==> src/rtl/clock_monitor.sv <==
// Measures the half-period of a slow, asynchronous square wave and tracks lock against EXPECT_HALF.
// Optional min/max half-period statistics are enabled with `define CLOCK_MONITOR_MINMAX_EN.
module clock_monitor #(
    parameter int CNT_W       = 32,
    parameter int EXPECT_HALF = 5000,
    parameter int TOL         = 2,
    parameter int LOCK_COUNT  = 4,
    parameter int TIMEOUT_CYC = 10000
) (
    input  logic                             clk,
    input  logic                             reset,
`ifdef CLOCK_MONITOR_MINMAX_EN
    input  logic                             stats_clr,
    output logic [CNT_W-1:0]                 min_half,
    output logic [CNT_W-1:0]                 max_half,
`endif
    input  logic                             sig_in,
    output logic                             edge_rise,
    output logic                             edge_fall,
    output logic [CNT_W-1:0]                 half_period,
    output logic                             period_valid,
    output logic                             locked,
    output logic                             timeout,
    output logic [1:0]                       dbg_state,
    output logic [$clog2(LOCK_COUNT+1)-1:0]  dbg_match_cnt
);

    localparam int MC_W = $clog2(LOCK_COUNT + 1);
    localparam logic [CNT_W-1:0] CNT_MAX = '1;
    localparam logic [CNT_W:0]   LO      = (EXPECT_HALF > TOL) ? (CNT_W+1)'(EXPECT_HALF - TOL) : '0;
    localparam logic [CNT_W:0]   HI      = (CNT_W+1)'(EXPECT_HALF + TOL);
    localparam logic [CNT_W-1:0] TO_M1   = CNT_W'(TIMEOUT_CYC - 1);
    localparam logic [MC_W-1:0]  LOCK_N  = MC_W'(LOCK_COUNT);

    typedef enum logic [1:0] {
        S_IDLE    = 2'd0,
        S_ACQUIRE = 2'd1,
        S_LOCKED  = 2'd2,
        S_LOST    = 2'd3
    } state_t;

    state_t           state_q, state_d;
    logic [MC_W-1:0]  match_cnt_q, match_cnt_d;
    logic             s1_q, s2_q, s3_q;
    logic             s1_d, s2_d, s3_d;
    logic [CNT_W-1:0] cnt_q, cnt_d;
    logic [CNT_W-1:0] half_period_q, half_period_d;
    logic             period_valid_q, period_valid_d;
    logic             edge_rise_q, edge_rise_d;
    logic             edge_fall_q, edge_fall_d;
    logic             locked_q, locked_d;
    logic             timeout_q, timeout_d;

    logic             edge_det, rise_det, meas_evt, to_evt, match;
    logic [CNT_W-1:0] measured;

    always_comb begin
        edge_det = s2_q ^ s3_q;
        rise_det = s2_q & ~s3_q;
        measured = (cnt_q == CNT_MAX) ? CNT_MAX : cnt_q + 1'b1;
        match    = ({1'b0, measured} >= LO) && ({1'b0, measured} <= HI);
        meas_evt = edge_det && (state_q != S_IDLE);
        // An edge on the threshold cycle suppresses the timeout.
        to_evt   = !edge_det && (state_q != S_IDLE) && (cnt_q == TO_M1);
    end

    always_comb begin
        s1_d           = sig_in;
        s2_d           = s1_q;
        s3_d           = s2_q;
        edge_rise_d    = rise_det;
        edge_fall_d    = edge_det & ~rise_det;
        cnt_d          = edge_det ? '0 : ((cnt_q == CNT_MAX) ? cnt_q : cnt_q + 1'b1);
        period_valid_d = meas_evt;
        half_period_d  = meas_evt ? measured : half_period_q;
        timeout_d      = timeout_q;
        if (edge_det) begin
            timeout_d = 1'b0;
        end else if (to_evt) begin
            timeout_d = 1'b1;
        end
        locked_d    = (state_q == S_LOCKED);
        state_d     = state_q;
        match_cnt_d = match_cnt_q;
        case (state_q)
            S_IDLE: begin
                if (edge_det) begin
                    state_d     = S_ACQUIRE;
                    match_cnt_d = '0;
                end
            end
            S_ACQUIRE: begin
                if (meas_evt && match) begin
                    match_cnt_d = match_cnt_q + 1'b1;
                    if ((match_cnt_q + 1'b1) == LOCK_N) state_d = S_LOCKED;
                end else if (meas_evt || to_evt) begin
                    match_cnt_d = '0;
                end
            end
            S_LOCKED: begin
                if ((meas_evt && !match) || to_evt) state_d = S_LOST;
            end
            S_LOST: begin
                if (meas_evt && match) begin
                    state_d     = S_ACQUIRE;
                    match_cnt_d = MC_W'(1);
                end
            end
            default: state_d = S_IDLE;
        endcase
    end

    always_ff @(posedge clk) begin
        if (reset) begin
            s1_q           <= 1'b0;
            s2_q           <= 1'b0;
            s3_q           <= 1'b0;
            cnt_q          <= '0;
            half_period_q  <= '0;
            period_valid_q <= 1'b0;
            edge_rise_q    <= 1'b0;
            edge_fall_q    <= 1'b0;
            locked_q       <= 1'b0;
            timeout_q      <= 1'b0;
            state_q        <= S_IDLE;
            match_cnt_q    <= '0;
        end else begin
            s1_q           <= s1_d;
            s2_q           <= s2_d;
            s3_q           <= s3_d;
            cnt_q          <= cnt_d;
            half_period_q  <= half_period_d;
            period_valid_q <= period_valid_d;
            edge_rise_q    <= edge_rise_d;
            edge_fall_q    <= edge_fall_d;
            locked_q       <= locked_d;
            timeout_q      <= timeout_d;
            state_q        <= state_d;
            match_cnt_q    <= match_cnt_d;
        end
    end

`ifdef CLOCK_MONITOR_MINMAX_EN
    logic [CNT_W-1:0] min_half_q, min_half_d;
    logic [CNT_W-1:0] max_half_q, max_half_d;

    // Clearing first lets a coincident measurement load both registers.
    always_comb begin
        min_half_d = stats_clr ? CNT_MAX : min_half_q;
        max_half_d = stats_clr ? '0 : max_half_q;
        if (meas_evt) begin
            if (measured < min_half_d) min_half_d = measured;
            if (measured > max_half_d) max_half_d = measured;
        end
    end

    always_ff @(posedge clk) begin
        if (reset) begin
            min_half_q <= CNT_MAX;
            max_half_q <= '0;
        end else begin
            min_half_q <= min_half_d;
            max_half_q <= max_half_d;
        end
    end

    assign min_half = min_half_q;
    assign max_half = max_half_q;
`endif

    assign edge_rise     = edge_rise_q;
    assign edge_fall     = edge_fall_q;
    assign half_period   = half_period_q;
    assign period_valid  = period_valid_q;
    assign locked        = locked_q;
    assign timeout       = timeout_q;
    assign dbg_state     = state_q;
    assign dbg_match_cnt = match_cnt_q;

endmodule

==> config.mk <==
export PLATFORM = sky130hd
export DESIGN_NAME = clock_monitor
export DESIGN_NICKNAME = d
export VERILOG_FILES = /design/src/rtl/clock_monitor.sv
export SDC_FILE = /design/constraint.sdc
export NUM_CORES = 1
export LEC_CHECK = 0
export ABC_AREA = 0
export CAP_MARGIN = 20
export CORE_ASPECT_RATIO = 1.4
export CORE_MARGIN = 3
export CORE_UTILIZATION = 56
export CTS_CLUSTER_DIAMETER = 30
export DETAILED_ROUTE_END_ITERATION = 10
export PLACE_DENSITY_LB_ADDON = 0.3
export SETUP_SLACK_MARGIN = 0.1
export SYNTH_ARGS = -nofsm -noshare
export SYNTH_HDL_FRONTEND = slang
export SYNTH_SLANG_ARGS = --single-unit
==> constraint.sdc <==
create_clock -name clk -period 4.7 [get_ports clk]
set_input_delay 0.94 -clock clk [delete_from_list [all_inputs] [get_ports clk]]
set_output_delay 0.94 -clock clk [all_outputs]
set_load 0.03 [all_outputs]
---- Yosys cells after proc, flatten, opt, wreduce, memory -nomap -nowiden ----
Cells that the tools add are included.
cells by class
  $add $sub $neg .......................... 2
  multiply operators ...................... 0
  divide/modulo/power cells ............... 0
  $lt $le $gt $ge ......................... 2
  eq/ne operators ......................... 12
  shift operators ......................... 0
  multiplexer cells ....................... 12
  bitwise operators ....................... 5
  reduce and logical (&&, ||, !) cells .... 16
operators with widths
  operator                                                          number
  adder 32 x 1 -> 32 bit, second input constant                     1
  equality test 32 x 14 -> 1 bit, second input constant             1
  equality test 32 bit, second input constant                       1
  >= comparator 32 x 13 -> 1 bit, second input constant             1
  less-or-equal comparator 32 x 13 -> 1 bit, second input constant  1
  2-to-1 mux 32 bit                                                 1
  2-to-1 mux 3 bit                                                  4
  2-to-1 mux 2 bit                                                  5
  one-hot mux 3 bit (3 select lines)                                1
  != test 2 bit, second input constant                              4
  one-hot mux 2 bit (4 select lines)                                1
  logical AND 1 bit                                                 6
  AND reduction 5 bit                                               1
  equality test 2 bit, second input constant                        2
  AND reduction 4 bit                                               1
  adder 3 x 1 -> 3 bit, second input constant                       1
  equality test 3 bit, second input constant                        1
  != test 3 bit, second input constant                              1
  nonzero test 3 bit                                                1
  AND 1 bit                                                         2
  equality test 2 x 1 -> 1 bit, second input constant               1
  logical NOT 1 bit                                                 2
  logical NOT 2 bit                                                 1
  logical OR 1 bit                                                  2
  5 further kinds                                                   6
word-level totals
  flip-flop bits (word level) ............. 77
  bits in latches ......................... 0
  bits in writable memories ............... 0
  bits in read-only memories .............. 0
  memories ................................ 0

---- Depth between registers and ports, before layout ----
Gate-level depths: netlist of the first run.
  word-level depth ........................ 9
  depth in mapped cells ................... 13
  mapped depth without buffers ............ 12

---- Least setup slack after synthesis of the first run ----
OpenSTA, ideal clock, no wires.
  path type ............................... reg-to-reg
  from .................................... register cnt_q[1]
  to ...................................... register state_q[0], in the netlist dbg_state[0]
  library setup time ...................... 0.119 ns
  data arrival time ....................... 3.388 ns
  data required time ...................... 4.581 ns
  path slack .............................. 1.194 ns
  stages on the path, launching flop included .. 14
  period minus slack after synthesis ...... 3.506 ns
  path through ............................ dfxtp_1 ha_1 buf_2 nand4_1 or4_1 or4_1 clkbuf_1 a31o_2 o211ai_1 nand4b_1 nor2_1 or3_1 o21a_1 o221a_1
on the way
  word-level cells in the longest chain between the ends .. 9
  elaborated cells on any way between the ends .. 16
  those cells by class .................... 1 x add/sub; 2 x order compare; 5 x eq/ne; 1 x mux; 7 x reduce/logical
ends and longest elaborated chain
  item                                                                                                line  text
  from (decl)                                                                                         46    logic [CNT_W-1:0] cnt_q, cnt_d;
  from (signal assigned)                                                                              131   cnt_q <= cnt_d;
  adder 32 x 1 -> 32 bit / equality test 32 bit (equally long branches)                               60    measured = (cnt_q == CNT_MAX) ? CNT_MAX : cnt_q + 1'b1;
  2-to-1 mux 32 bit                                                                                   60
  >= comparator 32 x 13 -> 1 bit / less-or-equal comparator 32 x 13 -> 1 bit (equally long branches)  61    match = ({1'b0, measured} >= LO) && ({1'b0, measured} <= HI);
  logical AND 1 bit                                                                                   61
  logical NOT 1 bit                                                                                   101   if ((meas_evt && !match) || to_evt) state_d = S_LOST;
  logical AND 1 bit                                                                                   101
  logical OR 1 bit                                                                                    101
  != test 2 x 1 -> 1 bit (no line)                                                                    -
  AND reduction 5 bit (no line) *                                                                     -
  to (signal assigned)                                                                                138   state_q <= state_d;
  to (decl)                                                                                           42    state_t state_q, state_d;
Mark *: on every way between the ends. The rest lies on a longest branch, timed or not.
A chain may end at the register's enable or synchronous reset.

---- Worst setup path in the final report of the first run ----
  from .................................... register cnt_q[0]
  to ...................................... register state_q[0], in the netlist dbg_state[0]
The elaborated chain is that of the path after synthesis.

==> impl_metrics.env, run 1 <==
export IMPL_vias_per_cell=6.04
export IMPL_p_leak_nw=1.64
export IMPL_syn_avg_cell_area_um2=8.17
export IMPL_regToRegEndpoint="dbg_state[0]"
export IMPL_wire_per_inst_um=17.0
export IMPL_hold_start="s1_q"
export IMPL_worstHoldPathType="reg2reg"
export IMPL_finalCriticalPeriod_ns=4.12
export IMPL_relSlewSlack=0.462
export IMPL_critPathLaunch="cnt_q[0]"
export IMPL_grt_max_degree=50
export IMPL_core_mm2=0.00670
export IMPL_end_kind="flop"
export IMPL_antenna_diode_count=0
export IMPL_fillers=575
export IMPL_synthFlopType="dfxtp_1"
export IMPL_nets=518
export IMPL_synthesis_area_mm2=0.00392
export IMPL_critPathKind="reg2reg"
export IMPL_die_y_um=105
export IMPL_critPathRequiredTime_ns=4.95
export IMPL_setup_viol_count_final=0
export IMPL_cts_sinks=77
export IMPL_netlist_instances=480
export IMPL_drive_above_1_share=0.0786
export IMPL_async_flop_share=0
export IMPL_yosys_area_top_type="dfxtp_1"
export IMPL_grt_usage=0.260
export IMPL_synth_top_area_frac=0.393
export IMPL_rows=35
export IMPL_ys_top_cells_by_area="dfxtp_1, nor2_1, a211oi_1"
export IMPL_drv_slew=0
export IMPL_dp_cells=586
export IMPL_worst_ep_arrival_time_ns=4.36
export IMPL_place_ws_ns=0.676
export IMPL_post_cts_buffers=0
export IMPL_start_util=0.585
export IMPL_peakVddDrop_v=0.000360
export IMPL_numCtsBuffers=9
export IMPL_hpwl_um=7480
export IMPL_cts_tree="built"
export IMPL_seq_area_mm2=0.00154
export IMPL_insertion_delay_ns=0.36
export IMPL_cts_htree_levels=3
export IMPL_cts_clk_slew_worst_paths_ns=0.08
export IMPL_routed_wl_um=10200
export IMPL_final_hold_viol_count=0
export IMPL_synth_seq_cells=77
export IMPL_cts_buffer_depth=2
export IMPL_ys_warn_count=0
export IMPL_vias=3633
export IMPL_ant_nets=0
export IMPL_grt_overflow_total=0
export IMPL_power_w=0.00158
export IMPL_whs_path_depth=1
export IMPL_final_area_mm2=0.00452
export IMPL_maxCapViolCount=0
export IMPL_outcome="complete, no violations"
export IMPL_timing_final_ws_setup_ns=0.583
export IMPL_grt_pass1_vias=3387
export IMPL_holdBufCountCts=0
export IMPL_gp_congestion=0.944
export IMPL_cts_resized_gates=0
export IMPL_drt_pass1_iterations=5
export IMPL_fin_skew_ns=0.00915
export IMPL_area_delta_synth_final_pct=15.2
export IMPL_yosysSeqAreaShare=0.393
export IMPL_synth_edf_count=0
export IMPL_ios=45
export IMPL_placed_area_mm2=0.00436
export IMPL_setup_tns_ns=0
export IMPL_fin_cells=601
export IMPL_rsz0062_at_grt="no"
export IMPL_antenna_found_initial=0
export IMPL_first_iter_violations=256
export IMPL_portBuffers=44
export IMPL_crit_fanout=9
export IMPL_route_detailed_drc=0
export IMPL_r2r_cells=11
export IMPL_finalCritPeriodShare=0.876
export IMPL_synth_net_count=493
export IMPL_critPathLaunchType="flop"
export IMPL_worst_pin_slew_ns=0.800
export IMPL_ff2ff_setup_slack_ns=0.58
export IMPL_multiInputGateArea_mm2=0.00219
export IMPL_r2r_start="cnt_q[0]"
export IMPL_hold_end="s2_q"
export IMPL_timing_fmax_mhz=243
export IMPL_root_buffer="clkbuf_8"
export IMPL_fp_dieArea_mm2=0.00806
export IMPL_synth_cell_type_count=62
export IMPL_power_density_mw_per_mm2=349
export IMPL_die_w_um=76.7
export IMPL_grt_pass1_wl_um=16800
## per-layer routing
metal / vias up / global-route usage / wire, µm
met5: - / 0 / 0
met4: 0 / 0.157 / 496
met3: 33 / 0.0474 / 397
met2: 116 / 0.468 / 5390
met1: 1717 / 0.278 / 3960
li1: 1767 / - / -
## logic make-up after synthesis
kind of cell	share of synthesized area
and+or+nand+nor	0.319
adders and majority gates	0.0345
AOI/OAI and AO/OA	0.148
xor gates and xnor gates	0.0469
buffers and inverters	0.0504
DFF	0.393
muxes	0.00766
## registers in the layout (all words and copies together) (netlist names)
register	flops
s2_q	1
s1_q	1
dbg_match_cnt	3
timeout	1
s3_q	1
dbg_state	2
edge_fall	1
period_valid	1
cnt_q	32
edge_rise	1
half_period	32
locked	1
## worst max path at each step
stage                   endpoint  slack, ns
finish              dbg_state[0]       0.58
global route        dbg_state[0]       0.40
CTS                 dbg_state[0]       0.66
detailed placement  dbg_state[0]       0.68
global placement    dbg_state[0]       0.85
floorplan           dbg_state[0]       1.19
## power breakdown
part           switching [W]  total [W]  internal (W)  leakage (nW)
Clock               0.000252   0.000440      0.000187        0.0813
Combinational       0.000246   0.000405      0.000159         0.931
Sequential         0.0000350   0.000730      0.000695         0.623
## cells in the mapped netlist (2+ instances only)
cell type    n
a311oi_1     3
mux2i_1      3
buf_4        3
nor3_1      11
and3_1       7
o211ai_1     6
clkbuf_1    21
buf_2        8
a211oi_1    23
nor2_1     100
and4_1       3
and2_1       2
or2_2        5
buf_6        2
o31a_1       3
nand3_1     13
o21ai_0      4
nand3b_1     2
nand2b_1     3
nor3_2       2
xor2_1      13
nand4_1     17
dfxtp_1     77
nor2b_1      9
o221a_1      2
inv_1        8
nor3b_1      3
nor4_1      16
or4_1        3
xnor2_1      8
or3_1        4
a31o_2       4
a21oi_1     19
ha_1        10
nand2_1     29
nor4b_1      3
a31oi_1      6
## cell usage in the layout (no fill, tap or decap), drive strengths merged, types with 17 or more instances in the layout
master,n
nor4,17
a21oi,19
nand2,29
a211oi,23
nand4,18
dfxtp,77
clkdlybuf4s50,44
nor2,100
## metrics by stage
step           hold slack (ns)  utilization
2_1_floorplan            0.414            -
3_3_place_gp             0.429        0.650
3_5_place_dp             0.443        0.650
4_1_cts                  0.463        0.674
5_1_grt                  0.486        0.674
6_report                 0.459        0.674
## cell type report
type / count / share of cell area
tap: 92 / 0.0255
inverter: 8 / 0.00665
clock inverter: 6 / 0.00858
clock buffer: 9 / 0.0274
sequential: 77 / 0.341
multi-input combinational: 360 / 0.485
timing repair buffer: 49 / 0.106
## worst max-delay path, cell delays in order, from the launching register on
cell and delay (ns):
dfxtp_1 0.50, ha_1 0.36, nand4_1 0.39, or4_1 0.65
or4_1 0.67, a31o_2 0.31, o211ai_1 0.15, nand4b_1 0.16
nor2_1 0.08, or3_1 0.37, o21a_1 0.13, o221a_1 0.23
Power figures use the tool's default switching activity.
==> inputs of run 2 (changes only) <==
--- a/config.mk
+++ b/config.mk
@@ -10,8 +10,9 @@
 export CORE_ASPECT_RATIO = 1.4
 export CORE_MARGIN = 3
 export CORE_UTILIZATION = 56
-export CTS_CLUSTER_DIAMETER = 30
+export CTS_CLUSTER_DIAMETER = 60
 export DETAILED_ROUTE_END_ITERATION = 10
+export GPL_ROUTABILITY_DRIVEN = 0
 export PLACE_DENSITY_LB_ADDON = 0.3
 export SETUP_SLACK_MARGIN = 0.1
 export SYNTH_ARGS = -nofsm -noshare
==> impl_metrics.env, run 2 (synthesis results as in run 1) <==
export IMPL_outcome="complete, no violations"
export IMPL_relSlewSlack=0.494
export IMPL_r2r_cells=11
export IMPL_cell_internal_pwr_w=0.00105
export IMPL_p_leak_nw=1.64
export IMPL_routed_wl_um=10200
export IMPL_vias_per_cell=6.11
export IMPL_setup_tns_ns=0
export IMPL_layout_common_cells="nor2_1, dfxtp_1, clkdlybuf4s50_1"
export IMPL_cts_tree="built"
export IMPL_drt_pass1_iterations=6
export IMPL_grt_overflow_total=0
export IMPL_final_hold_viol_count=0
export IMPL_finalCriticalPeriod_ns=4.10
export IMPL_wl_met2_um=5190
export IMPL_insertion_delay_ns=0.36
export IMPL_antenna_found_initial=0
export IMPL_pwr_share_comb=0.251
export IMPL_layout_commonest_cell="nor2_1"
export IMPL_start_util=0.585
export IMPL_seqPwrFrac=0.454
export IMPL_cts_htree_levels=3
export IMPL_post_cts_buffers=0
export IMPL_die_y_um=105
export IMPL_whs_path_depth=1
export IMPL_fillers=546
export IMPL_core_mm2=0.00670
export IMPL_peakVddDrop_v=0.000349
export IMPL_ios=45
export IMPL_area_delta_synth_final_pct=15.7
export IMPL_cts_buffer_depth=2
export IMPL_drv_slew=0
export IMPL_power_w=0.00161
export IMPL_grt_pass1_wl_um=17200
export IMPL_setup_viol_count_final=0
export IMPL_hold_ws_ns=0.460
export IMPL_hpwl_um=7290
export IMPL_end_kind="flop"
export IMPL_holdBufCountCts=0
export IMPL_first_iter_violations=323
export IMPL_cts_clk_slew_worst_paths_ns=0.09
export IMPL_drive_above_1_share=0.0804
export IMPL_cts_sinks=77
export IMPL_cts_resized_gates=0
export IMPL_root_buffer="clkbuf_8"
export IMPL_wire_per_inst_um=16.9
export IMPL_wl_met3_um=552
export IMPL_swShare=0.345
export IMPL_rsz0062_at_grt="no"
export IMPL_p_sw_w=0.000555
export IMPL_timing_fmax_mhz=244
export IMPL_antenna_diode_count=0
export IMPL_power_density_mw_per_mm2=355
export IMPL_fin_skew_ns=0.00776
export IMPL_crit_fanout=9
export IMPL_die_w_um=76.7
export IMPL_nets=518
export IMPL_critPathKind="reg2reg"
export IMPL_critPathLaunchType="flop"
export IMPL_rows=35
export IMPL_fp_dieArea_mm2=0.00806
export IMPL_critPathRequiredTime_ns=4.96
export IMPL_worst_pin_slew_ns=0.759
export IMPL_route_detailed_drc=0
export IMPL_portBuffers=44
export IMPL_maxCapViolCount=0
export IMPL_finalCritPeriodShare=0.872
export IMPL_clkPwrFrac=0.295
export IMPL_top_layer="met4"
export IMPL_worstHoldPathType="reg2reg"
export IMPL_ant_nets=0
export IMPL_vias=3679
export IMPL_grt_usage=0.261
export IMPL_worst_ep_arrival_time_ns=4.35
export IMPL_numCtsBuffers=9
export IMPL_grt_pass1_vias=3639
export IMPL_grt_max_degree=50
export IMPL_wl_met1_um=3890
## run 2: stage by stage
| step | utilization | setup slack (ns) | instances | cell area, µm² |
|---|---|---|---|---|
| 5_1_grt | 0.677 | 0.262 | 602 | 4540 |
| 3_5_place_dp | 0.650 | 0.731 | 586 | 4360 |
| 4_1_cts | 0.677 | 0.686 | 602 | 4540 |
| 3_3_place_gp | 0.650 | 0.841 | 586 | 4360 |
| 2_1_floorplan | - | 1.19 | 480 | 3920 |
| 6_report | 0.677 | 0.603 | 602 | 4540 |
## run 2: cell type report
class	instances	area (µm²)	area share
timing repair buffer	49	478	0.105
tap	92	115	0.0254
sequential	77	1540	0.340
multi-input combinational	360	2190	0.483
clock buffer	9	124	0.0273
inverter	8	30.0	0.00662
clock inverter	7	57.6	0.0127
## run 2: path summary, 6_finish.rpt
check | start | endpoint | slack (ns)
worst max-delay path | cnt_q[0] | dbg_state[0] | 0.60
worst min-delay path | s1_q | s2_q | 0.46
worst max register to register | cnt_q[0] | dbg_state[0] | 0.60
worst min register to register | s1_q | s2_q | 0.46
## run 2: power groups by stage
stage | clock network, W | logic, W | registers, W
after global routing | 0.000505 | 0.000440 | 0.000737
after detailed placement | 0 | 0.000398 | 0.000745
after floorplan | 0 | 0.000199 | 0.000813
after global placement | 0 | 0.000393 | 0.000744
final | 0.000474 | 0.000404 | 0.000731
after CTS | 0.000482 | 0.000402 | 0.000730
## run 2: critical path: stages (launching register included)
cell       delay [ns]
dfxtp_1          0.50
ha_1             0.36
nand4_1          0.37
nor3_1           0.67
nand2_1          0.15
a211oi_1         0.28
nand4bb_1        0.13
or4_4            0.54
o31a_1           0.30
or3_1            0.35
o21a_1           0.13
o221a_1          0.22
## run 2: routing by layer
metal	track usage	up-vias
met4	0.142	0
met1	0.288	1694
met2	0.458	154
met3	0.0586	53
li1	-	1778
met5	0	-
==> inputs of run 3 (changes only) <==
--- a/config.mk
+++ b/config.mk
@@ -13,6 +13,7 @@
 export CTS_CLUSTER_DIAMETER = 60
 export DETAILED_ROUTE_END_ITERATION = 10
 export GPL_ROUTABILITY_DRIVEN = 0
+export MAX_ROUTING_LAYER = met4
 export PLACE_DENSITY_LB_ADDON = 0.3
 export SETUP_SLACK_MARGIN = 0.1
 export SYNTH_ARGS = -nofsm -noshare
==> constraint.sdc (replaced) <==
create_clock -name clk -period 4.7 [get_ports clk]
set_input_delay 1.175 -clock clk [delete_from_list [all_inputs] [get_ports clk]]
set_output_delay 1.175 -clock clk [all_outputs]
set_load 0.03 [all_outputs]
==> impl_metrics.env, run 3 (synthesis results as in run 1) <==
export IMPL_grt_usage=0.274
export IMPL_first_iter_violations=353
export IMPL_worstHoldPathType="reg2reg"
export IMPL_fin_skew_ns=0.0121
export IMPL_ant_nets=0
export IMPL_antenna_found_initial=0
export IMPL_nets=518
export IMPL_layout_commonest_cell="nor2_1"
export IMPL_numCtsBuffers=9
export IMPL_power_density_mw_per_mm2=367
export IMPL_wire_per_inst_um=16.8
export IMPL_peakVddDrop_v=0.000364
export IMPL_antenna_diode_count=0
export IMPL_setup_tns_ns=0
export IMPL_final_hold_viol_count=0
export IMPL_cts_resized_gates=0
export IMPL_cts_htree_levels=3
export IMPL_die_y_um=105
export IMPL_hold_ws_ns=0.438
export IMPL_outcome="complete, no violations"
export IMPL_hpwl_um=7390
export IMPL_cts_tree="built"
export IMPL_timing_fmax_mhz=240
export IMPL_route_detailed_drc=0
export IMPL_grt_overflow_total=0
export IMPL_post_cts_buffers=0
export IMPL_cts_clk_slew_worst_paths_ns=0.09
export IMPL_critPathKind="reg2reg"
export IMPL_holdBufCountCts=0
export IMPL_area_delta_synth_final_pct=16.4
export IMPL_fp_dieArea_mm2=0.00806
export IMPL_setup_viol_count_final=0
export IMPL_drive_above_1_share=0.0784
export IMPL_seqPwrFrac=0.437
export IMPL_crit_fanout=9
export IMPL_worst_pin_slew_ns=1.04
export IMPL_r2r_cells=11
export IMPL_die_w_um=76.7
export IMPL_drt_pass1_iterations=6
export IMPL_cell_internal_pwr_w=0.00112
export IMPL_vias=3681
export IMPL_core_mm2=0.00670
export IMPL_rsz0062_at_grt="no"
export IMPL_p_leak_nw=1.66
export IMPL_start_util=0.585
export IMPL_fillers=546
export IMPL_routed_wl_um=10100
export IMPL_cts_sinks=77
export IMPL_drv_slew=0
export IMPL_end_kind="flop"
export IMPL_vias_per_cell=6.11
export IMPL_grt_max_degree=50
export IMPL_cts_buffer_depth=2
export IMPL_grt_pass1_wl_um=17500
export IMPL_layout_common_cells="nor2_1, dfxtp_1, clkdlybuf4s50_1"
export IMPL_critPathLaunchType="flop"
export IMPL_pwr_share_comb=0.244
export IMPL_worst_ep_arrival_time_ns=4.43
export IMPL_portBuffers=44
export IMPL_whs_path_depth=1
export IMPL_p_sw_w=0.000552
export IMPL_maxCapViolCount=0
export IMPL_critPathRequiredTime_ns=4.96
export IMPL_swShare=0.330
export IMPL_ios=45
export IMPL_rows=35
export IMPL_root_buffer="clkbuf_8"
export IMPL_relSlewSlack=0.304
export IMPL_clkPwrFrac=0.319
export IMPL_insertion_delay_ns=0.36
export IMPL_finalCriticalPeriod_ns=4.18
export IMPL_finalCritPeriodShare=0.888
export IMPL_grt_pass1_vias=3649
[run 3: area by class of cell]
type / instances / area, µm² / area share
well taps: 92 / 115 / 0.0252
flip-flops and latches: 77 / 1540 / 0.338
multi-input cells: 360 / 2190 / 0.480
clock buffers: 11 / 141 / 0.0310
repair buffers: 49 / 478 / 0.105
clock inverters: 5 / 66.3 / 0.0145
inverters: 8 / 30.0 / 0.00658
[run 3: power by group through the flow]
| stage | Sequential [W] | Clock (W) | Combinational (W) |
|---|---|---|---|
| 5_1_grt | 0.000738 | 0.000564 | 0.000440 |
| 4_1_cts | 0.000732 | 0.000542 | 0.000406 |
| 2_1_floorplan | 0.000813 | 0 | 0.000199 |
| 6_report | 0.000732 | 0.000534 | 0.000408 |
| 3_5_place_dp | 0.000746 | 0 | 0.000403 |
| 3_3_place_gp | 0.000744 | 0 | 0.000394 |
[run 3: path summary, 6_finish.rpt]
kind                 start            to  slack (ns)
setup / recovery  cnt_q[0]  dbg_state[1]        0.52
hold / removal        s1_q          s2_q        0.44
setup reg to reg  cnt_q[0]  dbg_state[1]        0.52
hold reg to reg       s1_q          s2_q        0.44
[run 3: worst max-delay path, stage by stage (launching register included)]
cell and delay [ns]:
dfxtp_1 0.49, ha_1 0.36, nand4_1 0.40, nor3_1 0.68
nand2_1 0.16, a211oi_1 0.24, nand4bb_1 0.16, or4_4 0.55
o31a_1 0.30, or3_1 0.35, o21a_1 0.14, o221a_1 0.25
[run 3: through the flow]
step            util  cell area (µm²)  cells  setup slack, ns  total power [W]
4_1_cts        0.681             4560    602            0.637          0.00168
6_report       0.681             4560    602            0.525          0.00167
3_5_place_dp   0.650             4360    586            0.667          0.00115
3_3_place_gp   0.650             4360    586            0.866          0.00114
2_1_floorplan      -             3920    480             1.19          0.00101
5_1_grt        0.681             4560    602            0.199          0.00174
[run 3: per-layer routing]
layer / share of wire / global-route usage
met2: 0.53 / 0.472
met5: 0 / -
met4: 0.047 / 0.157
met1: 0.38 / 0.293
met3: 0.047 / 0.0466
